**src/rtl/servo_pwm.sv**
```systemverilog
// Hobby-servo PWM generator: clamps the held joystick position, maps it
// to a pulse width, slew-limits it per frame and emits a glitch-free pulse.
module servo_pwm #(
  parameter int unsigned CLKS_PER_FRAME = 500000,
  parameter int unsigned PULSE_MIN      = 25000,
  parameter int unsigned PULSE_MAX      = 50000,
  parameter int unsigned CYC_PER_COUNT  = 41,
  parameter int unsigned MIN_POS        = 228,
  parameter int unsigned MAX_POS        = 830,
  parameter int unsigned RESET_POS      = 529,
  parameter int unsigned MAX_STEP       = 2500
) (
  input  logic        CLK,
  input  logic        SW1,
  input  logic [31:0] i_pos,
  output logic        o_pwm,
  output logic        o_frame,
  output logic [19:0] o_width
);

  localparam logic [0:0]  GAP   = 1'b0;
  localparam logic [0:0]  PULSE = 1'b1;
  localparam logic [31:0] LAST  = 32'(CLKS_PER_FRAME - 1);
  localparam logic [19:0] STEP  = 20'(MAX_STEP);

  function automatic logic [31:0] clamp_pos(input logic [31:0] p);
    if (p < MIN_POS) return MIN_POS;
    if (p > MAX_POS) return MAX_POS;
    return p;
  endfunction

  // Callers pass clamped positions, so p - MIN_POS never wraps.
  function automatic logic [19:0] width_of(input logic [31:0] p);
    logic [31:0] w;
    w = PULSE_MIN + (p - MIN_POS) * CYC_PER_COUNT;
    if (w > PULSE_MAX) w = PULSE_MAX;
    return 20'(w);
  endfunction

  logic [31:0] s1;
  logic [19:0] t;
  logic [19:0] a;
  logic [19:0] a_next;
  logic [19:0] diff;
  logic        up;
  logic [31:0] cnt;
  logic [0:0]  state;

  assign o_pwm = (state == PULSE);

  // Two-stage target pipeline: clamp, then width mapping.
  always_ff @(posedge CLK) begin
    if (SW1) begin
      s1 <= 32'(RESET_POS);
      t  <= width_of(32'(RESET_POS));
    end else begin
      s1 <= clamp_pos(i_pos);
      t  <= width_of(s1);
    end
  end

  // Slew limiter: next applied width moves toward the target.
  always_comb begin
    up     = (t > a);
    diff   = up ? (t - a) : (a - t);
    a_next = t;
    if (MAX_STEP != 0 && {12'b0, diff} > MAX_STEP) begin
      a_next = up ? (a + STEP) : (a - STEP);
    end
  end

  // Applied width changes only on the last cycle of a frame.
  always_ff @(posedge CLK) begin
    if (SW1) begin
      a       <= width_of(32'(RESET_POS));
      o_width <= width_of(32'(RESET_POS));
    end else begin
      if (cnt == LAST) a <= a_next;
      o_width <= a;
    end
  end

  // Frame counter, frame strobe and PULSE/GAP state machine.
  always_ff @(posedge CLK) begin
    if (SW1) begin
      cnt     <= '0;
      o_frame <= 1'b0;
      state   <= GAP;
    end else begin
      cnt     <= (cnt == LAST) ? '0 : cnt + 32'd1;
      o_frame <= (cnt == '0);
      if (cnt == '0) begin
        state <= (a != '0) ? PULSE : GAP;
      end else if (state == PULSE && {12'b0, a} <= cnt) begin
        state <= GAP;
      end
    end
  end

endmodule

```
**config.mk**
```make
export PLATFORM = sky130hd
export DESIGN_NAME = servo_pwm
export DESIGN_NICKNAME = d
export VERILOG_FILES = /design/src/rtl/servo_pwm.sv
export SDC_FILE = /design/constraint.sdc
export NUM_CORES = 1
export LEC_CHECK = 0
export BUFFER_PORTS_ARGS = -buffer_cell sky130_fd_sc_hd__buf_2
export CAP_MARGIN = 20
export CORE_MARGIN = 10
export CORE_UTILIZATION = 30
export DETAILED_ROUTE_END_ITERATION = 8
export HOLD_SLACK_MARGIN = 0.08
export SLEW_MARGIN = 20
export SYNTH_ARGS = -nofsm -noshare
export SYNTH_HDL_FRONTEND = slang
export SYNTH_SLANG_ARGS = --single-unit
```
**constraint.sdc**
```tcl
create_clock -name CLK -period 8.87 [get_ports CLK]
set_clock_uncertainty 0.15 [all_clocks]
set_input_delay 1.774 -clock CLK [delete_from_list [all_inputs] [get_ports CLK]]
set_output_delay 1.774 -clock CLK [all_outputs]
set_load 0.05 [all_outputs]
```
==> flow_metrics.tcl <==
set metrics [dict create \
    setup.worst_path.class "reg2reg" \
    worstSkewPairLatency_ns 0.45 \
    timing.final.crit_share_pct 83.8 \
    post_synth_num_cell_types 74 \
    global_route.overflow_total 0 \
    timing.fmax_mhz 135 \
    worst_r2r_path_depth 25 \
    power.share.switching_pct 36.5 \
    most_frequently_used_cell_type_in_the_post_synthesis_netlist "sky130_fd_sc_hd__inv_1" \
    syn-instance-count 1413 \
    gp_congestion 0.922 \
    regToRegStartpoint "s1[8]$_SDFF_PP0_" \
    yosysWarnings 0 \
    final_nets 1719 \
    hpwl_um 23200 \
    clk_root_buffer_cell "sky130_fd_sc_hd__clkbuf_16" \
    grt_use_total_pct 12.4 \
    ir_drop_uv 155 \
    worst_path_required_time_ns 9.10 \
    crit_path_start "s1[8]$_SDFF_PP0_" \
    p_int_uw 1290 \
    core_area_um2 37800 \
    multi_input_comb_area_um2 8110 \
    num_rows 71 \
    critical-path-slowest-cell "sky130_fd_sc_hd__nor4_2" \
    final_period_minus_worst_setup_slack_ns 7.43 \
    maxCapViolations 0 \
    seq_power_share_pct 29.0 \
    design.die.area_um2 46500 \
    post_synth_main_area_contributors "sky130_fd_sc_hd__dfxtp_1, sky130_fd_sc_hd__ha_1, sky130_fd_sc_hd__inv_1, sky130_fd_sc_hd__fa_1, sky130_fd_sc_hd__xnor2_1" \
    critical_path.max_stage_delay_ns 0.74 \
    drc 0 \
    critPathCaptureType "flip-flop" \
    route.detailed.vias_per_inst 4.88 \
    final_layout_size_suffix_gt1_share_pct 7.86 \
    synth-edff-count 0 \
    slew_viol_final 0 \
    cts_sinks 126 \
    cts_tree "built" \
    grt_max_degree 36 \
    power_frac_comb_pct 37.2 \
    r2r_slack_ns 1.44 \
    timing.critical_path.max_delay_family "simple AND/OR/NAND/NOR gates" \
    postSynth.asyncResetShare_pct 0 \
    hold_buffers 0 \
    drt-wirelength-per-cell_um 14.5 \
    cts_buffers 17 \
    max-slew-margin-rel_pct 32.4 \
    finalHoldViolations 0 \
    setup_viol_count_final 0 \
    storage_element_area_um2 2520 \
    status "finished clean" \
    drt_first_iter_violations 464 \
    timing.critical_path.buf_inv 3 \
    count_of_fill_cells_added_during_filler_insertion 3954 \
    syn-cell-area_um2 11500 \
    yosys.area.top_type_share_pct 22.0 \
    synth-seq-cells 126 \
    power_density_over_the_cells_nw_per_um2 157 \
    cts_htree_levels 4 \
    route.antenna.remaining_nets 0 \
    cp.arrival_ns 7.66 \
    min_to "cnt[31]$_SDFF_PP0_" \
    fin_tns_setup_ns 0 \
    crit_path_start_kind "flip-flop" \
    hold_start "cnt[31]$_SDFF_PP0_" \
    synth_top_cell_by_area "sky130_fd_sc_hd__dfxtp_1" \
    grt_antenna_before_repair 0 \
    cts_resized 0 \
    post-cts-setup-buffers 0 \
    critPathMostFrequentCell "sky130_fd_sc_hd__ha_1" \
    first_global_vias 9719 \
    synth_top_flop_cell "sky130_fd_sc_hd__dfxtp_1" \
    hold_path_depth 2 \
    chipWidth_um 216 \
    static_leak_uw 0.00605 \
    synth.cells.most_frequent "sky130_fd_sc_hd__inv_1, sky130_fd_sc_hd__ha_1, sky130_fd_sc_hd__dfxtp_1" \
    finalPower_uw 2030 \
    clock_power_share_pct 33.8 \
    first_pass_iters 4 \
    max-clock-path-buffers 2 \
    wire_length_of_the_first_global_routing_pass_um 47900 \
    antenna_cells 0 \
    rsz0062_at_grt "false" \
    die_height_um 216 \
    wirelength_um 28900 \
    num_io_pins 56 \
    io_buffers 55 \
    critPathMaxFanout 12 \
    worstMarginPinSlew_ns 1.01 \
    via_count 9763 \
    worst_setup_hold_path_clk_slew_ns 0.06 \
    syn_area_per_cell_um2 8.13 \
    p_sw_uw 742 \
    sequential_area_share_after_synthesis_pct 22.0 \
    syn2layout_area_growth_pct 12.6 \
    hold_path.class "reg2reg" \
    effective_utilization_at_floorplan_pct 30.4 \
    crit-reg2reg-capture "t[11]$_SDFF_PP0_" \
]
power by group through the flow:
| stage | clock, uW | sequential, uW | combinational (uW) |
|---|---|---|---|
| finish | 687 | 590 | 758 |
| floorplan | 0 | 602 | 585 |
| detailed placement | 0 | 602 | 745 |
| global placement | 0 | 602 | 743 |
| CTS | 710 | 590 | 757 |
| global route | 736 | 591 | 864 |
stage by stage:
| stage | utilization, % | area (um2) | instances | hold WS (ns) | worst slack, ns |
|---|---|---|---|---|---|
| after floorplan | - | 11600 | 1438 | 0.302 | 2.05 |
| after global placement | 32.8 | 12400 | 1968 | 0.319 | 1.57 |
| after detailed placement | 32.8 | 12400 | 1968 | 0.328 | 1.47 |
| after CTS | 34.3 | 12900 | 2000 | 0.342 | 1.41 |
| after global routing | 34.3 | 12900 | 2000 | 0.383 | 0.879 |
| final | 34.3 | 12900 | 2000 | 0.341 | 1.44 |
cells in the final DEF, fill, tap and decap left out, types with 26 or more instances in the layout:
cell	instances
sky130_fd_sc_hd__a21o_1	32
sky130_fd_sc_hd__o21ai_0	60
sky130_fd_sc_hd__xor2_1	39
sky130_fd_sc_hd__ha_1	179
sky130_fd_sc_hd__nor2_1	111
sky130_fd_sc_hd__inv_1	209
sky130_fd_sc_hd__a21oi_1	100
sky130_fd_sc_hd__dfxtp_1	126
sky130_fd_sc_hd__nor3_1	29
sky130_fd_sc_hd__nand2_1	73
sky130_fd_sc_hd__buf_2	55
sky130_fd_sc_hd__xnor2_1	68
sky130_fd_sc_hd__nand3_1	33
sky130_fd_sc_hd__fa_1	30
sky130_fd_sc_hd__conb_1	26
layout make-up:
class / count / share of cell area, %
tap: 511 / 4.94
sequential: 126 / 19.5
inverter: 210 / 6.09
timing repair buffer: 60 / 2.42
clock inverter: 14 / 1.03
multi-input combinational: 1061 / 62.6
clock buffer: 18 / 3.39
cells by family after synthesis:
| logic type | after synthesis | synth area share (%) |
|---|---|---|
| other cells | 1 | 0.0326 |
| flops | 126 | 22.0 |
| mux | 15 | 1.32 |
| simple gates | 384 | 17.0 |
| buf+inv | 251 | 8.36 |
| compound gates | 317 | 18.2 |
| fa+ha+maj | 211 | 24.9 |
| xor+xnor | 108 | 8.30 |
tightest hold or removal path: stages (launching register included):
cell                      delay (ns)
sky130_fd_sc_hd__dfxtp_1        0.32
sky130_fd_sc_hd__o21ai_0        0.07
sky130_fd_sc_hd__a21oi_1        0.06
registers in the layout, summed over array words and instances (netlist names):
signal / flops
o_pwm: 1
cnt: 32
o_width: 20
t: 20
a: 20
o_frame: 1
s1: 32
metal layers:
| layer | GRT usage, % | wire (um) |
|---|---|---|
| met1 | 16.1 | 14000 |
| met2 | 19.9 | 13000 |
| met3 | 2.69 | 1190 |
| met4 | 4.48 | 651 |
| met5 | 0 | 0 |
worst max-delay path by stage:
| stage | endpoint | slack, ns | depth (start not counted) |
|---|---|---|---|
| after floorplan | t[4]$_SDFF_PP1_ | 2.05 | 26 |
| after global placement | t[11]$_SDFF_PP0_ | 1.57 | 25 |
| after detailed placement | t[15]$_SDFF_PP1_ | 1.47 | 25 |
| after CTS | t[15]$_SDFF_PP1_ | 1.41 | 25 |
| after global routing | t[15]$_SDFF_PP1_ | 0.88 | 25 |
| final | t[11]$_SDFF_PP0_ | 1.44 | 25 |
(Power assumes the default switching activity.)
